--- src/rtl/bcd_code_converter.sv ---
`default_nettype none
// +----------------------------------------------------------------------------+
// | Module      : bcd_code_converter                                           |
// | Description : Sequential binary-to-decimal converter (shift-add-3, one bit |
// |               per clock) with selectable digit code on the output:         |
// |               8421, excess-3 or 2421 (Aiken).                              |
// | Ports       : clk, rst_n      - clock, asynchronous active-low reset        |
// |               in_valid/ready  - operand handshake (in_bin, in_mode)        |
// |               out_valid/ready - result handshake (out_code, out_ovf)       |
// |               out_code        - 4-bit digits, units in bits [3:0]          |
// |               out_ovf         - operand did not fit in DIGITS digits       |
// | Revision    : 1.0 - initial release                                        |
// +----------------------------------------------------------------------------+
module bcd_code_converter #(
  parameter int WIDTH  = 8,
  parameter int DIGITS = 3
) (
  input  logic                  clk,
  input  logic                  rst_n,
  input  logic                  in_valid,
  output logic                  in_ready,
  input  logic [WIDTH-1:0]      in_bin,
  input  logic [1:0]            in_mode,
  output logic                  out_valid,
  input  logic                  out_ready,
  output logic [4*DIGITS-1:0]   out_code,
  output logic                  out_ovf
);

  localparam int C_BW = 4 * DIGITS;
  localparam int C_CW = (WIDTH > 1) ? $clog2(WIDTH) : 1;
  localparam logic [C_CW-1:0] C_LAST = C_CW'(WIDTH - 1);

  typedef enum logic [1:0] {
    S_IDLE   = 2'd0,
    S_SHIFT  = 2'd1,
    S_ENCODE = 2'd2,
    S_DONE   = 2'd3
  } state_t;

  state_t            r_state;
  state_t            w_next;
  logic [WIDTH-1:0]  r_bin;
  logic [C_BW-1:0]   r_bcd;
  logic [1:0]        r_mode;
  logic              r_ovf;
  logic [C_CW-1:0]   r_cnt;
  logic              r_in_ready;
  logic              r_out_valid;
  logic [C_BW-1:0]   r_out_code;
  logic              r_out_ovf;

  logic [C_BW-1:0]   w_adj;
  logic [C_BW-1:0]   w_enc;
  logic [C_BW-1:0]   w_bcd_nxt;

  // Per-digit add-3 correction (for the shift) and output code mapping
  // (applied to the finished BCD value).
  for (genvar g = 0; g < DIGITS; g++) begin : g_digit
    logic [3:0] w_d;
    logic [3:0] w_e;

    assign w_d = r_bcd[4*g +: 4];
    assign w_adj[4*g +: 4] = (w_d >= 4'd5) ? (w_d + 4'd3) : w_d;

    always_comb begin
      w_e = w_d;
      case (r_mode)
        2'b01:   w_e = w_d + 4'd3;
        2'b10:   w_e = (w_d >= 4'd5) ? (w_d + 4'd6) : w_d;
        default: w_e = w_d;  // 00 and reserved 11 both give plain 8421
      endcase
    end

    assign w_enc[4*g +: 4] = w_e;
  end

  // The bit leaving the top digit is the 10^DIGITS carry; dropping it
  // leaves the operand modulo 10^DIGITS in the digits.
  assign w_bcd_nxt = {w_adj[C_BW-2:0], r_bin[WIDTH-1]};

  always_comb begin
    w_next = r_state;
    case (r_state)
      S_IDLE:   if (in_valid)         w_next = S_SHIFT;
      S_SHIFT:  if (r_cnt == C_LAST)  w_next = S_ENCODE;
      S_ENCODE:                       w_next = S_DONE;
      S_DONE:   if (out_ready)        w_next = S_IDLE;
      default:                        w_next = S_IDLE;
    endcase
  end

  always_ff @(posedge clk or negedge rst_n) begin
    if (!rst_n) begin
      r_state     <= S_IDLE;
      r_bin       <= '0;
      r_bcd       <= '0;
      r_mode      <= 2'b00;
      r_ovf       <= 1'b0;
      r_cnt       <= '0;
      r_in_ready  <= 1'b1;
      r_out_valid <= 1'b0;
      r_out_code  <= '0;
      r_out_ovf   <= 1'b0;
    end else begin
      r_state     <= w_next;
      // Handshake flags follow the state being entered, so they are
      // registered yet exactly aligned with IDLE / DONE.
      r_in_ready  <= (w_next == S_IDLE);
      r_out_valid <= (w_next == S_DONE);
      case (r_state)
        S_IDLE: begin
          if (in_valid) begin
            r_bin  <= in_bin;
            r_mode <= in_mode;
            r_bcd  <= '0;
            r_ovf  <= 1'b0;
            r_cnt  <= '0;
          end
        end
        S_SHIFT: begin
          r_bcd <= w_bcd_nxt;
          r_bin <= r_bin << 1;
          r_ovf <= r_ovf | w_adj[C_BW-1];
          r_cnt <= r_cnt + 1'b1;
        end
        S_ENCODE: begin
          r_out_code <= w_enc;
          r_out_ovf  <= r_ovf;
        end
        default: ;
      endcase
    end
  end

  assign in_ready  = r_in_ready;
  assign out_valid = r_out_valid;
  assign out_code  = r_out_code;
  assign out_ovf   = r_out_ovf;

endmodule
`default_nettype wire
--- config.mk ---
export PLATFORM = sky130hd
export DESIGN_NAME = bcd_code_converter
export DESIGN_NICKNAME = d
export VERILOG_FILES = /design/src/rtl/bcd_code_converter.sv
export SDC_FILE = /design/constraint.sdc
export NUM_CORES = 1
export LEC_CHECK = 0
export CORE_MARGIN = 5
export CORE_UTILIZATION = 35
export DETAILED_ROUTE_END_ITERATION = 10
export PLACE_DENSITY = 0.51
export SYNTH_ARGS = -nofsm -noshare
export SYNTH_HDL_FRONTEND = slang
export SYNTH_SLANG_ARGS = --single-unit
--- constraint.sdc ---
create_clock -name clk -period 4.8 [get_ports clk]
set_clock_uncertainty 0.15 [all_clocks]
set_input_delay 1.2 -clock clk [delete_from_list [all_inputs] [get_ports clk]]
set_output_delay 1.2 -clock clk [all_outputs]
set_load 0.01 [all_outputs]
==> impl_metrics.tcl <==
set metrics [dict create \
    wl_um 5510 \
    synth_nets 306 \
    crit_path_max_fanout 12 \
    path_clk_slew_ps 90 \
    area_delta_synth_final_pct 16.7 \
    max_freq_ghz 0.368 \
    cts.path.max_buffers 2 \
    final_cell_mix "42 x dfrtp_1, 27 x clkdlybuf4s50_1, 25 x nor2_1, 23 x o21ai_0, 22 x nand2_1" \
    syn-cell-area_sq_um 2540 \
    swShare 0.431 \
    wl_per_cell_um 14.1 \
    overflow 0 \
    p_clk_frac 0.142 \
    grt_max_degree 44 \
    dieArea_sq_um 9070 \
    synth.avg_cell_area_sq_um 9.31 \
    first_iter_violations 78 \
    synthArstFlopShare 1.00 \
    cts_resized 0 \
    whs_ps 329 \
    antennaDiodeCount 0 \
    leakagePower_uw 0.00129 \
    via_per_inst 4.93 \
    h-tree-depth 2 \
    peakVddDrop_mv 0.253 \
    fin_crit_sh 0.566 \
    rsz0062_at_grt "no" \
    rows 31 \
    power.switching_uw 912 \
    drv_slew 0 \
    vias 1923 \
    max_stage_delay_ps 720 \
    synth_top_area_share 0.413 \
    cts_setup_buffers 0 \
    start_kind "input pin" \
    hold_buffers 0 \
    drcViolationCount 0 \
    cts_tree "built" \
    ios 29 \
    criticalPathCategory "in2reg" \
    synth-edff-count 0 \
    first_pass_iters 4 \
    grt_pass1_wl_um 9840 \
    required_ps 4870 \
    maxSlewHeadroom 0.345 \
    intPower_uw 1200 \
    ys_types 41 \
    p_per_area_nw_per_um2 712 \
    synthTopCellsByArea "dfrtp_1 41%, ha_1 9.4%, o21ai_0 4.5%" \
    antenna_found_initial 0 \
    slowest_stage "clkdlybuf4s50_1" \
    status "finished, final reports clean" \
    setup_viol 0 \
    grt_use_total 0.138 \
    cts.sinks 43 \
    cp-end-kind "flip-flop" \
    grt_pass1_vias 2022 \
    min_period_ps 2720 \
    cts_buffers 5 \
    syn_inst 273 \
    cts_root_buffer "clkbuf_8" \
    hold_viol_final 0 \
    max_slew.worst_pin.slew_ps 982 \
    coreArea_sq_um 7180 \
    pwr-share-seq 0.333 \
    cp_cell_sequence "clkdlybuf4s50_1 -> nor2b_1 -> a21oi_1 -> o21ai_0" \
    final_common_cell "dfrtp_1" \
    p_comb_frac 0.525 \
    port_buffers 28 \
    place_congestion 0.791 \
    ys_seq_area_frac 0.424 \
    fin_setup_tns_ps 0 \
    dpl.hpwl_um 3860 \
    synth_area_leader_cell "dfrtp_1" \
    cap_violations 0 \
    insertion_delay_ps 300 \
    cp.arrival_ps 2790 \
    fp.dieH_um 95.2 \
    start_util 0.354 \
    ys_seq_elements 43 \
    synth_ff_type "dfrtp_1" \
    drive_above_1_share 0.0687 \
    hold_class "reg2reg" \
    die_x_um 95.2 \
    final_antenna_net_count 0 \
    layout.nets 323 \
    synth-warning-count 0 \
]
==> worst paths after layout <==
check	cells after the start	from	slack, ps	end
worst max-delay path	4	in_valid	2080	r_bin[6]
worst min-delay path	2	out_code[0]	330	out_code[0]
worst max register to register	6	r_mode[0]	2500	out_code[6]
worst min register to register	2	out_code[0]	330	out_code[0]
max in group asynchronous	1	rst_n	2990	out_code[1]
min in group asynchronous	1	rst_n	890	out_code[2]
==> synthesized netlist by cell type, types with 2 or more instances <==
library cell / number
inv_1: 12
o31ai_1: 2
a22oi_1: 7
buf_2: 12
a22o_1: 5
a21oi_1: 17
a31oi_1: 3
and4_1: 2
mux2i_1: 6
nor2_1: 25
dfrtp_1: 42
nor3_1: 5
o21ai_0: 23
nand3b_1: 2
a21oi_2: 4
nor2b_1: 12
nand2b_1: 7
o21ai_1: 7
ha_1: 19
clkbuf_1: 4
a221oi_1: 4
o22ai_1: 3
a21o_1: 5
nand2_1: 22
a32o_1: 2
xnor2_1: 6
==> layout make-up <==
cell class / instances / area [sq um]
flip-flops and latches: 43 / 1080
repair buffers: 29 / 283
clock inverters: 2 / 35.0
multi-input cells: 199 / 1320
clock buffers: 6 / 82.6
well taps: 99 / 124
fillers: 733 / 4210
inverters: 12 / 45.0
==> critical path: cells and delay by family <==
kind,cells,cell delay (ps)
AND/OR/NAND/NOR,1,560
buffers and inverters,1,720
AO/OA/AOI/OAI,2,310
==> cell families (layout without fill, tap and decap cells) <==
family                     Yosys count  after routing  share of synthesized area
AOI/OAI and AO/OA                   87             87                      0.223
and+or+nand+nor                     79             79                      0.151
DFF                                 43             43                      0.424
buffers and inverters               31             49                     0.0566
adders and majority gates           19             19                     0.0935
xor gates and xnor gates             7              7                     0.0241
muxes                                7              7                     0.0281
==> flip-flops by register name, summed over array words and instances, names as in the netlist <==
register / count
in_ready: 1
r_bin: 8
out_ovf: 1
out_code: 12
out_valid: 1
r_bcd: 12
r_ovf: 1
r_state: 2
r_cnt: 3
r_mode: 2
==> power groups by stage <==
stage | logic, uW | clock network (uW) | registers (uW)
4_1_cts | 1130 | 308 | 706
2_1_floorplan | 887 | 0 | 644
3_3_place_gp | 1120 | 0 | 710
3_5_place_dp | 1120 | 0 | 712
6_report | 1110 | 300 | 705
5_1_grt | 1280 | 321 | 737
==> per-stage QoR <==
| step | setup slack, ps | instance area, sq um | power (uW) | utilization | cells |
|---|---|---|---|---|---|
| after detailed placement | 1760 | 2850 | 1840 | 0.397 | 382 |
| after floorplan | 2730 | 2540 | 1530 | - | 273 |
| after CTS | 2080 | 2970 | 2150 | 0.414 | 390 |
| after global placement | 1820 | 2850 | 1830 | 0.397 | 382 |
| final | 2080 | 2970 | 2110 | 0.414 | 390 |
| after global routing | 1880 | 2970 | 2330 | 0.414 | 390 |
==> per-layer routing <==
layer  track usage  wire length [um]  share of wire
met1         0.195              2860           0.52
met2         0.210              2340           0.42
met3        0.0260               226          0.041
met4        0.0505                75          0.014
met5             0                 0              0
Note: power is estimated with default switching activity, not from simulation.
==> variant 1: new RTL, config.mk and constraints unchanged <==
Encoding of `state_t`: now one-hot (4 bits for 4 states).
--- a/src/rtl/bcd_code_converter.sv
+++ b/src/rtl/bcd_code_converter.sv
@@ -31,11 +31,11 @@
   localparam int C_CW = (WIDTH > 1) ? $clog2(WIDTH) : 1;
   localparam logic [C_CW-1:0] C_LAST = C_CW'(WIDTH - 1);
 
-  typedef enum logic [1:0] {
-    S_IDLE   = 2'd0,
-    S_SHIFT  = 2'd1,
-    S_ENCODE = 2'd2,
-    S_DONE   = 2'd3
+  typedef enum logic [3:0] {
+    S_IDLE   = 4'b0001,
+    S_SHIFT  = 4'b0010,
+    S_ENCODE = 4'b0100,
+    S_DONE   = 4'b1000
   } state_t;
 
   state_t            r_state;
Function: same outputs for any inputs over 10 cycles, from zero or initial values and one cycle with rst_n low; not proved beyond that.
==> variant 1 against the original RTL <==
  * Sequential share of layout area grew 1.5 points
  * Maximum frequency is 5.1% lower
  * Non-clock buffer count fell by 1
  * Sequential cell count rose by 2
  * Wire length grew 4.9%
  * Worst setup slack worse by 150 ps
  * Final area is 0.51% higher
  * Synthesized area increased by 0.59%
Power is not compared: it rests on default switching activity, and its combinational part moved more than twofold at a synthesized area within 25%.
==> variant 1: results (changes against the original RTL) <==
crit path DAT -> 2910 ps (was 2790 ps)
M1 WL -> 2950 um (was 2860 um)
delay-heaviest family, CP -> compound AO/OA/AOI/OAI gates (was buffers and inverters)
met2 GRT Util -> 20.6% (was 21.0%)
Syn Inst Count -> 265 (was 273)
maximum number of pins on one net before global-route repair -> 46 (was 44)
GRT Util Overall -> 13.6% (was 13.8%)
Max FO, Critical Path -> 17 (was 12)
Worst setup endpoint -> r_bcd[3] (was r_bin[6])
fill count -> 716 (was 733)
worst hold margin -> 329 ps (about the same)
Commonest cells post-synth -> 43 x dfrtp_1, 36 x nor2_1, 20 x a21oi_1, 20 x nand2_1, 19 x ha_1 (was 42 x dfrtp_1, 25 x nor2_1, 23 x o21ai_0, 22 x nand2_1, 19 x ha_1)
initial DRC count -> 118 (was 78)
met1 Track Usage GR -> 20.0% (was 19.5%)
placed cell count -> 378 (was 382)
Detail Placement HPWL -> 3980 um (was 3860 um)
WL met3 -> 212 um (was 226 um)
drt total wl -> 5780 um (was 5510 um)
CP peak stage delay -> 650 ps (was 720 ps)
outcome -> finished, final reports clean (unchanged)
Worst Hold End -> out_ovf (was out_code[0])
CP max-delay cell -> a21boi_2 (was clkdlybuf4s50_1)
post-synthesis sequential area ratio -> 44.1% (was 42.4%)
number of global-route vias before repair -> 1884 (was 2022)
worst-margin pin slew -> 1020 ps (was 982 ps)
R2R setup slack -> 2460 ps (was 2500 ps)
## variant 1: kinds of logic (layout without fill, tap and decap cells)
logic type	Yosys count	count (layout)	synth area share [%]
simple gates	78	78	15.3
compound gates	76	76	19.3
flops	45	45	44.1
buf+inv	31	53	5.97
fa+ha+maj	19	19	9.30
mux	9	9	3.62
xor+xnor	7	7	2.40
## variant 1: area by class of cell
| class | instances | area, um^2 | area share (%) |
|---|---|---|---|
| multi-input cells | 189 | 1280 | 42.8 |
| flip-flops and latches | 45 | 1130 | 37.8 |
| repair buffers | 28 | 275 | 9.23 |
| well taps | 99 | 124 | 4.15 |
| clock buffers | 5 | 68.8 | 2.31 |
| inverters | 17 | 63.8 | 2.14 |
| clock inverters | 3 | 46.3 | 1.55 |
## variant 1: worst register-to-register path, stage by stage, from the launching register on
cell	delay, ps
dfrtp_1	380
inv_1	50
ha_1	660
nand2b_1	450
a21oi_1	80
a221oi_1	360
o21ai_1	90
==> variant 2: new RTL, same flow settings <==
Without the edit above. Change the parameter `WIDTH` from 8 to 16.
--- a/src/rtl/bcd_code_converter.sv
+++ b/src/rtl/bcd_code_converter.sv
@@ -12,7 +12,7 @@
 // | Revision    : 1.0 - initial release                                        |
 // +----------------------------------------------------------------------------+
 module bcd_code_converter #(
-  parameter int WIDTH  = 8,
+  parameter int WIDTH  = 16,
   parameter int DIGITS = 3
 ) (
   input  logic                  clk,
Interface: changed (resized in_bin); port bits go from 29 to 37. The function was not compared with the original's and may differ.
==> variant 2 against the original RTL <==
  * Sequential cell count is 9 higher
  * Worst setup slack worse by 270 ps
  * Critical path type unchanged
  * Final area rose by 19%
  * Synthesized area is 19% higher
  * Wire length increased by 24%
  * Power up 7.0%
  * Largest power group unchanged
  * Register-to-register slack gained 20 ps
  * Clock power increased by 12%
  * Count of clock-buffer cells in the layout up 1
  * Core utilization decreased by 0.11 points
  * Via count rose by 19%
  * Sequential power grew 18%
==> variant 2: results (changes against the original RTL) <==
Netlist cell types -> 40 (was 41)
worst-margin pin slew -> 807 ps (was 982 ps)
Net Sw Power -> 0.947 mW (was 0.912 mW)
layout cell share with drive strength beyond 1 -> 5.88% (was 6.87%)
Final Non-Filler Cells -> 448 (was 390)
Worst Hold End -> out_code[4] (was out_code[0])
Final GP Congestion -> 0.756 (was 0.791)
maximum number of pins on one net before global-route repair -> 53 (was 44)
met1 Track Usage GR -> 19.3% (was 19.5%)
Syn Inst Count -> 314 (was 273)
CP peak stage delay -> 820 ps (was 720 ps)
nets -> 379 (was 323)
reg2reg path depth -> 5 (was 6)
R2R Path Start -> r_state[0] (was r_mode[0])
Synth area leaders -> dfrtp_1 42%, ha_1 7.4%, o21ai_0 6.0%, a22oi_1 3.7%, a21oi_1 3.6% (was dfrtp_1 41%, ha_1 9.4%, o21ai_0 4.5%, nor2_1 3.7%, a21oi_1 3.3%)
worst hold margin -> 334 ps (was 329 ps)
first-pass GRT wire length -> 11500 um (was 9840 um)
met2 GRT Util -> 21.8% (was 21.0%)
crit path DAT -> 3020 ps (was 2790 ps)
DR WL/cell -> 15.2 um (was 14.1 um)
GRT Util Overall -> 13.6% (was 13.8%)
RR Endpoint -> r_cnt[3] (was out_code[6])
IO Port Bufs -> 36 (was 28)
detail-routed via count per cell -> 5.09 (was 4.93)
yosys warns -> 0 (unchanged)
routing usage on met3 -> 2.57% (was 2.60%)
Max FO, Critical Path -> 17 (was 12)
initial DRC count -> 79 (was 78)
Detail Placement HPWL -> 4560 um (was 3860 um)
number of global-route vias before repair -> 2284 (was 2022)
Hold Crit Start -> out_code[4] (was out_code[0])
clock buffer depth -> 2 (unchanged)
Commonest cells post-synth -> 51 x dfrtp_1, 36 x o21ai_0, 23 x nand2_1, 22 x a21oi_1, 19 x nor2_1 (was 42 x dfrtp_1, 25 x nor2_1, 23 x o21ai_0, 22 x nand2_1, 19 x ha_1)
worst hold path type -> reg2reg (unchanged)
VDD IR max -> 0.204 mV (was 0.253 mV)
placed cell count -> 440 (was 382)
syn nets -> 354 (was 306)
fill count -> 886 (was 733)
outcome -> finished, final reports clean (unchanged)
delay-heaviest family, CP -> simple AND/OR/NAND/NOR gates (was buffers and inverters)
post-synthesis sequential area ratio -> 43.1% (was 42.4%)
R2R setup slack -> 2520 ps (was 2500 ps)
pre-CTS setup slack -> 1490 ps (was 1760 ps)
P_leak -> 1.54 nW (was 1.29 nW)
## variant 2: cell type report
class / count / share of cell area, %
Multi-Input combinational cell: 230 / 43.9
Timing Repair Buffer: 38 / 10.5
Clock inverter: 1 / 0.851
Tap cell: 108 / 3.83
Inverter: 12 / 1.28
Clock buffer: 7 / 2.73
Sequential cell: 52 / 36.9
## variant 2: cell families after synthesis
family	synth area share (%)
multiplexers	1.99
XOR/XNOR	2.32
flip-flops	43.1
AND/OR/NAND/NOR	15.8
buffers and inverters	5.79
AO/OA/AOI/OAI	23.6
adder cells (fa/ha/maj)	7.44
## variant 2: how the worst max path moves through the flow
stage	end	cells past startpoint	slack (ps)
after global placement	r_cnt[3]	5	1570
after detailed placement	r_cnt[3]	5	1490
after CTS	r_cnt[3]	5	1820
after floorplan	r_state[0]	4	2630
after global routing	r_cnt[3]	5	1720
final	r_cnt[3]	5	1820
## variant 2: worst min-delay path, stage by stage, from the launching register on
cell	delay, ps
dfrtp_1	350
nand2_1	40
o21ai_0	60
## variant 2: stage by stage
stage	instance area [um^2]	utilization [%]	total power, mW
2_1_floorplan	3030	-	1.64
3_3_place_gp	3400	39.8	1.93
3_5_place_dp	3400	39.8	1.95
4_1_cts	3530	41.2	2.29
5_1_grt	3530	41.2	2.47
6_report	3530	41.2	2.26
## variant 2: power by group through the flow
stage                     sequential (mW)  combinational, mW  clock [mW]
after detailed placement            0.845               1.10           0
after global placement              0.844               1.09           0
after CTS                           0.837               1.11       0.345
after floorplan                     0.768              0.869           0
after global routing                0.870               1.24       0.360
final                               0.835               1.09       0.336
## variant 2: layer usage
| layer | vias to the layer above | share of wire [%] |
|---|---|---|
| met2 | 47 | 47 |
| met5 | - | 0 |
| met3 | 4 | 3.6 |
| met4 | 0 | 0.53 |
| li1 | 1160 | - |
| met1 | 1069 | 49 |
